[config.mk]
export PLATFORM = sky130hd
export DESIGN_NAME = trace_exp_buf
export DESIGN_NICKNAME = d
export VERILOG_FILES = /design/src/rtl/trace_pkg.sv /design/src/rtl/trace_exp_buf.sv
export SDC_FILE = /design/constraint.sdc
export NUM_CORES = 1
export LEC_CHECK = 0
export ABC_AREA = 1
export CAP_MARGIN = 25
export CORE_MARGIN = 5
export CORE_UTILIZATION = 45
export DETAILED_ROUTE_END_ITERATION = 16
export MAX_ROUTING_LAYER = met4
export PLACE_DENSITY = 0.75
export SLEW_MARGIN = 20
export SYNTH_ARGS = -nofsm -noshare
export SYNTH_HDL_FRONTEND = slang
export SYNTH_SLANG_ARGS = --single-unit
export TNS_END_PERCENT = 50
[constraint.sdc]
create_clock -name clk -period 4.9 [get_ports clk]
set_input_delay 0.49 -clock clk [delete_from_list [all_inputs] [get_ports clk]]
set_output_delay 0.49 -clock clk [all_outputs]
set_load 0.1 [all_outputs]
[src/rtl/trace_pkg.sv]
// trace_pkg: record layout, kind/error encodings and FSM states for the retirement-trace checker.
package trace_pkg;
  localparam int REC_W = 55;
  localparam int KIND_LSB = 52;
  localparam int KIND_W = 3;
  localparam int PC_LSB = 36;
  localparam int PC_W = 16;
  localparam int REG_LSB = 32;
  localparam int REG_W = 4;
  localparam int VAL_LSB = 16;
  localparam int VAL_W = 16;
  localparam int ADDR_LSB = 0;
  localparam int ADDR_W = 16;
  localparam int FM_ADDR = 0;
  localparam int FM_VAL = 1;
  localparam int FM_REG = 2;
  localparam int FM_PC = 3;
  localparam int FM_KIND = 4;
  localparam int FM_W = 5;
  typedef enum logic [2:0] {K_REG = 3'd0, K_LD = 3'd1, K_ST = 3'd2, K_HALT = 3'd3, K_OTHER = 3'd4} kind_e;
  typedef enum logic [2:0] {E_NONE = 3'd0, E_MISMATCH = 3'd1, E_UNDERRUN = 3'd2, E_OVERRUN = 3'd3} err_e;
  typedef enum logic [1:0] {S_PRIME, S_RUN, S_PASS, S_FAIL} state_e;
  function automatic kind_e classify(input logic rw, input logic mr, input logic halt, input logic mw);
    return (rw && mr) ? K_LD : rw ? K_REG : halt ? K_HALT : mw ? K_ST : K_OTHER;
  endfunction
endpackage

[src/rtl/trace_exp_buf.sv]
// trace_exp_buf: 2-entry FIFO of expected trace records with simultaneous push and pop.
module trace_exp_buf
  import trace_pkg::*;
(
  input  logic             clk,
  input  logic             rst_n,
  input  logic             i_push,
  input  logic             i_pop,
  input  logic [REC_W-1:0] i_din,
  output logic [REC_W-1:0] o_head,
  output logic [1:0]       o_occ
);
  logic [REC_W-1:0] r_mem [2];
  logic             r_rd;
  logic             r_wr;
  logic [1:0]       r_occ;
  logic             w_pop;
  logic             w_push;
  assign w_pop  = i_pop && r_occ != 2'd0;
  assign w_push = i_push && (r_occ != 2'd2 || w_pop);
  always_ff @(posedge clk or negedge rst_n) begin
    if (!rst_n) begin
      r_rd  <= 1'b0;
      r_wr  <= 1'b0;
      r_occ <= 2'd0;
    end else begin
      r_rd  <= r_rd ^ w_pop;
      r_wr  <= r_wr ^ w_push;
      r_occ <= r_occ + {1'b0, w_push} - {1'b0, w_pop};
    end
  end
  always_ff @(posedge clk) begin
    if (w_push) r_mem[r_wr] <= i_din;
  end
  assign o_head = r_mem[r_rd];
  assign o_occ  = r_occ;
endmodule

==> results_dict.tcl, run 1 <==
set metrics [dict create \
    ioPinCount 116 \
    initial_core_util_pct 46.3 \
    cp.required_ns 4.41 \
    clock_path_buffers 2 \
    slowest_delay_ns 1.13 \
    wl_um 8580 \
    status "finished, final reports clean" \
    synth_area_sq_um 4280 \
    via_count 2682 \
    synth_async_sr_flop_share_pct 3.51 \
    setup_slack_ns 1.61 \
    maxCapViolations 0 \
    cts_resized 0 \
    drive_above_1_share_pct 8.28 \
    cts_tree "yes" \
    hold_viol 0 \
    drt-initial-drc-count 100 \
    hpwl_um 5490 \
    critPathMostFrequentCell "nand2_1" \
    relSlewSlack_pct 34.2 \
    fp.dieW_um 108 \
    synth_edf_count 110 \
    synth_warnings 0 \
    grt_max_degree 57 \
    clkSinkCount 114 \
    drt-pass1-iter-count 4 \
    post-place-ws_ns 1.86 \
    crit_chain "inv_2 > buf_12 > nand2_1 > nand2_1 > clkdlybuf4s50_1" \
    grt-ovfl-total 0 \
    final_nets 509 \
    antenna_found_initial 0 \
    cts_hold_buf 0 \
    critPathKind "flop to output port" \
    grt_pass1_wl_um 13700 \
    synth_largest_area_cell "edfxtp_1" \
    cp_max_fo 34 \
    clkTransAtPathRegs_ns 0.06 \
    min_period_ns 3.29 \
    synth.top_cell.area_share_pct 77.2 \
    slowest_stage "clkdlybuf4s50_1" \
    fmax_ghz 0.304 \
    cp-start-kind "flop" \
    final-setup-viol-count 0 \
    synth_area_per_cell_sq_um 13.5 \
    arrival_ns 2.80 \
    syn_inst 318 \
    die-area_sq_um 11600 \
    hp-class "input port to asynchronous set/reset pin" \
    cts_made_buffers 17 \
    grt_pass1_vias 2821 \
    synthDistinctLibCells 11 \
    yosysMostFrequentCell "nand2_1" \
    post_cts_buffers 0 \
    clockRootBuffer "clkbuf_8" \
    n_fill_cell 641 \
    row_count 35 \
    worst_clock_skew_ns 0.00787 \
    clkLatencyLatePin_ns 0.50 \
    maxSlewViolCount 0 \
    drc_errors 0 \
    netlist_top_cells_area "edfxtp_1 (77%), nand2_1 (15%), dfrtp_1 (2.3%)" \
    wire_per_inst_um 14.6 \
    n_antenna_cell 0 \
    gp_congestion 0.709 \
    fin_setup_tns_ns 0 \
    io_buffers 115 \
    antenna_left 0 \
    htree_levels 4 \
    worst_pin_slew_ns 0.983 \
    timing.final.crit_share_pct 67.1 \
    chipHeight_um 108 \
    synth_flop_cell "edfxtp_1" \
    end_kind "output port" \
    rsz0062_at_grt "no" \
    yosysSeqAreaShare_pct 79.6 \
    area_delta_synth_final_pct 43.3 \
    core_area_sq_um 9240 \
    synth_seq_cells 114 \
    grt_util_all_layers_pct 16.1 \
    synthTopCellsByCount "nand2_1 (175), edfxtp_1 (110), inv_1 (9), buf_6 (8)" \
    syn_nets 381 \
    viasPerCell 4.56 \
]
per-layer routing:
| layer | global-route usage [%] | routed length [um] | part of all wire (%) |
|---|---|---|---|
| met1 | 19.3 | 3660 | 43 |
| met2 | 26.7 | 4380 | 51 |
| met3 | 4.20 | 484 | 5.6 |
| met4 | 5.41 | 61 | 0.71 |
| met5 | - | 0 | 0 |
sequential cells by signal (all words and copies together) (netlist names):
| name | flops |
|---|---|
| r_wr | 1 |
| o_occ | 2 |
| r_rd | 1 |
| r_mem | 110 |
layout make-up:
type	instances	area, sq um	share of cell area (%)
flip-flops and latches	114	3400	55.5
repair buffers	121	1240	20.2
multi-input cells	182	727	11.9
clock buffers	20	425	6.94
well taps	129	161	2.63
clock inverters	12	135	2.20
inverters	10	37.5	0.612
worst paths after layout:
check	cells past startpoint	startpoint	end	slack, ns
max	5	r_rd$_DFF_PN0_	o_head[27]	1.61
min	1	rst_n	r_wr$_DFF_PN0_	0.20
max reg2reg	6	o_occ[1]$_DFF_PN0_	r_mem[0][1]$_DFFE_PP_	2.83
min reg2reg	1	o_occ[0]$_DFF_PN0_	o_occ[0]$_DFF_PN0_	0.56
max in group asynchronous	1	rst_n	r_rd$_DFF_PN0_	4.50
min in group clk	1	o_occ[0]$_DFF_PN0_	o_occ[0]$_DFF_PN0_	0.56
stage by stage:
| stage | cell area (sq um) | hold WS, ns | std cells | util (%) |
|---|---|---|---|---|
| final | 6130 | 0.202 | 588 | 66.4 |
| after global routing | 6130 | 0.191 | 588 | 66.4 |
| after CTS | 6080 | 0.180 | 586 | 65.8 |
| after detailed placement | 5520 | 0.543 | 554 | 59.8 |
| after global placement | 5500 | 0.528 | 553 | 59.6 |
| after floorplan | 4280 | 0.194 | 318 | - |
kinds of logic after synthesis:
group,after synthesis,share of synthesized area (%)
AO/OA/AOI/OAI,1,0.117
adder cells (fa/ha/maj),4,1.17
buffers and inverters,22,3.57
flip-flops,114,79.6
AND/OR/NAND/NOR,177,15.6
worst max-delay path, delay by kind of cell, from the launching register on:
family,cells,cell delay (ns)
buf+inv,3,1.72
flops,1,0.40
simple gates,2,0.16
cell usage in the layout, fill, tap and decap left out:
master / count
nand2_1: 175
clkdlybuf4s50_1: 115
edfxtp_1: 110
clkbuf_16: 16
inv_1: 9
clkinv_4: 4
clkinvlp_4: 3
clkbuf_1: 3
dfrtp_1: 3
buf_4: 3
nand3_1: 2
ha_1: 2
ha_2: 2
bufinv_16: 2
buf_12: 2
o21ai_0: 1
inv_2: 1
clkbuf_8: 1
clkinv_2: 1
clkinv_1: 1
inv_6: 1
buf_16: 1
dfrtp_2: 1
Power of run 1 is left out: the tool's default activity adds up to more than one toggle a clock period on the data nets, which glitch-free logic cannot reach.
==> inputs of run 2 (changes only) <==
--- a/config.mk
+++ b/config.mk
@@ -8,7 +8,7 @@
 export ABC_AREA = 1
 export CAP_MARGIN = 25
 export CORE_MARGIN = 5
-export CORE_UTILIZATION = 45
+export CORE_UTILIZATION = 43
 export DETAILED_ROUTE_END_ITERATION = 16
 export MAX_ROUTING_LAYER = met4
 export PLACE_DENSITY = 0.75
==> constraint.sdc (replaced) <==
create_clock -name clk -period 2.98 [get_ports clk]
set_input_delay 0.298 -clock clk [delete_from_list [all_inputs] [get_ports clk]]
set_output_delay 0.298 -clock clk [all_outputs]
set_load 0.1 [all_outputs]
==> results_dict.tcl, run 2 (synthesis results as in run 1) <==
set metrics [dict create \
    antenna_found_initial 0 \
    row_count 36 \
    clkSinkCount 114 \
    cts_made_buffers 17 \
    drt-pass1-iter-count 4 \
    ioPinCount 116 \
    cts_tree "yes" \
    r2r-start "o_occ[1]$_DFF_PN0_" \
    clock_path_buffers 2 \
    chipHeight_um 110 \
    area_delta_synth_final_pct 57.5 \
    io_buffers 115 \
    n_antenna_cell 0 \
    largest_reg_flops 110 \
    r2r_end "r_mem[0][37]$_DFFE_PP_" \
    cp.required_ns 2.68 \
    drt-initial-drc-count 97 \
    dp.cells 558 \
    post_cts_buffers 0 \
    grt_pass1_wl_um 14000 \
    status "finished, final reports clean" \
    wire_per_inst_um 15.2 \
    stdcell_count 589 \
    grt_pass1_vias 2883 \
    worst_clock_skew_ns 0.00609 \
    reg2reg_depth 5 \
    gp_congestion 0.749 \
    grt_max_degree 57 \
    clkTransAtPathRegs_ns 0.05 \
    cp-start-kind "flop" \
    worst_pin_slew_ns 0.931 \
    reg2reg_slack_ns 1.27 \
    end_kind "output port" \
    final_cell_mix "nand2_1 (175), edfxtp_1 (110), clkdlybuf4s50_1 (58), buf_12 (57), clkbuf_16 (16)" \
    viasPerCell 4.53 \
    antenna_left 0 \
    hpwl_um 6000 \
    initial_core_util_pct 44.0 \
    core_area_sq_um 9730 \
    drc_errors 0 \
    drive_above_1_share_pct 21.1 \
    hold_viol 0 \
    grt_util_all_layers_pct 16.3 \
    maxCapViolations 0 \
    hp-class "input port to asynchronous set/reset pin" \
    fp.dieW_um 110 \
    cp_max_fo 56 \
    wl_um 8950 \
    maxSlewViolCount 0 \
    timing.hold.ws_ns 0.0126 \
    critPathMostFrequentCell "nand2_1" \
    final_common_cell "nand2_1" \
    clockRootBuffer "clkbuf_8" \
    largest_register "r_mem" \
    htree_levels 4 \
    fmax_ghz 0.417 \
    slowest_stage "inv_2" \
    relSlewSlack_pct 38.0 \
    final_nets 507 \
    die-area_sq_um 12000 \
    via_count 2666 \
    critPathKind "flop to output port" \
    final-setup-viol-count 0 \
    n_fill_cell 672 \
    crit_chain "inv_2 > nand2_1 > nand2_1 > buf_12" \
    cts_resized 0 \
    clkLatencyLatePin_ns 0.50 \
    grt-ovfl-total 0 \
    utilization_pct 69.3 \
    cts_hold_buf 0 \
    slowest_delay_ns 0.66 \
    rsz0062_at_grt "no" \
    arrival_ns 2.10 \
    min_period_ns 2.40 \
    timing.final.crit_share_pct 80.6 \
]
[run 2: critical path: cells and delay by family, from the launching register on]
| kind | cells | cell delay, ns |
|---|---|---|
| flip-flops | 1 | 0.40 |
| AND/OR/NAND/NOR | 2 | 0.31 |
| buffers and inverters | 2 | 0.85 |
[run 2: how the worst max path moves through the flow]
stage	startpoint	to	depth (start not counted)	slack (ns)
2_1_floorplan	o_occ[0]$_DFF_PN0_	r_mem[1][0]$_DFFE_PP_	5	-0.11
3_3_place_gp	i_pop	r_mem[0][35]$_DFFE_PP_	5	0.97
3_5_place_dp	i_pop	r_mem[0][35]$_DFFE_PP_	5	0.92
4_1_cts	r_rd$_DFF_PN0_	o_head[46]	4	0.49
5_1_grt	r_rd$_DFF_PN0_	o_head[46]	4	0.36
6_report	r_rd$_DFF_PN0_	o_head[5]	4	0.58
[run 2: layout make-up]
cell class                      count  area, sq um  area share, %
Clock buffer                       17          414           6.15
Clock inverter                     14          236           3.51
Inverter                           10         37.5          0.557
Multi-Input combinational cell    182          727           10.8
Sequential cell                   114         3400           50.5
Tap cell                          133          166           2.47
Timing Repair Buffer              119         1750           26.0
[run 2: metrics by stage]
| stage | worst slack [ns] | setup TNS (ns) | area (sq um) |
|---|---|---|---|
| floorplan | -0.112 | -12.36 | 4280 |
| global placement | 0.974 | 0 | 6090 |
| detailed placement | 0.924 | 0 | 6090 |
| CTS | 0.487 | 0 | 6740 |
| global route | 0.363 | 0 | 6740 |
| finish | 0.579 | 0 | 6740 |
[run 2: routing by layer]
layer,global-route usage (%),wire (um)
met1,18.0,3650
met2,27.4,4650
met3,4.87,438
met4,7.30,206
met5,-,0
Power of run 2 is left out for the same reason.
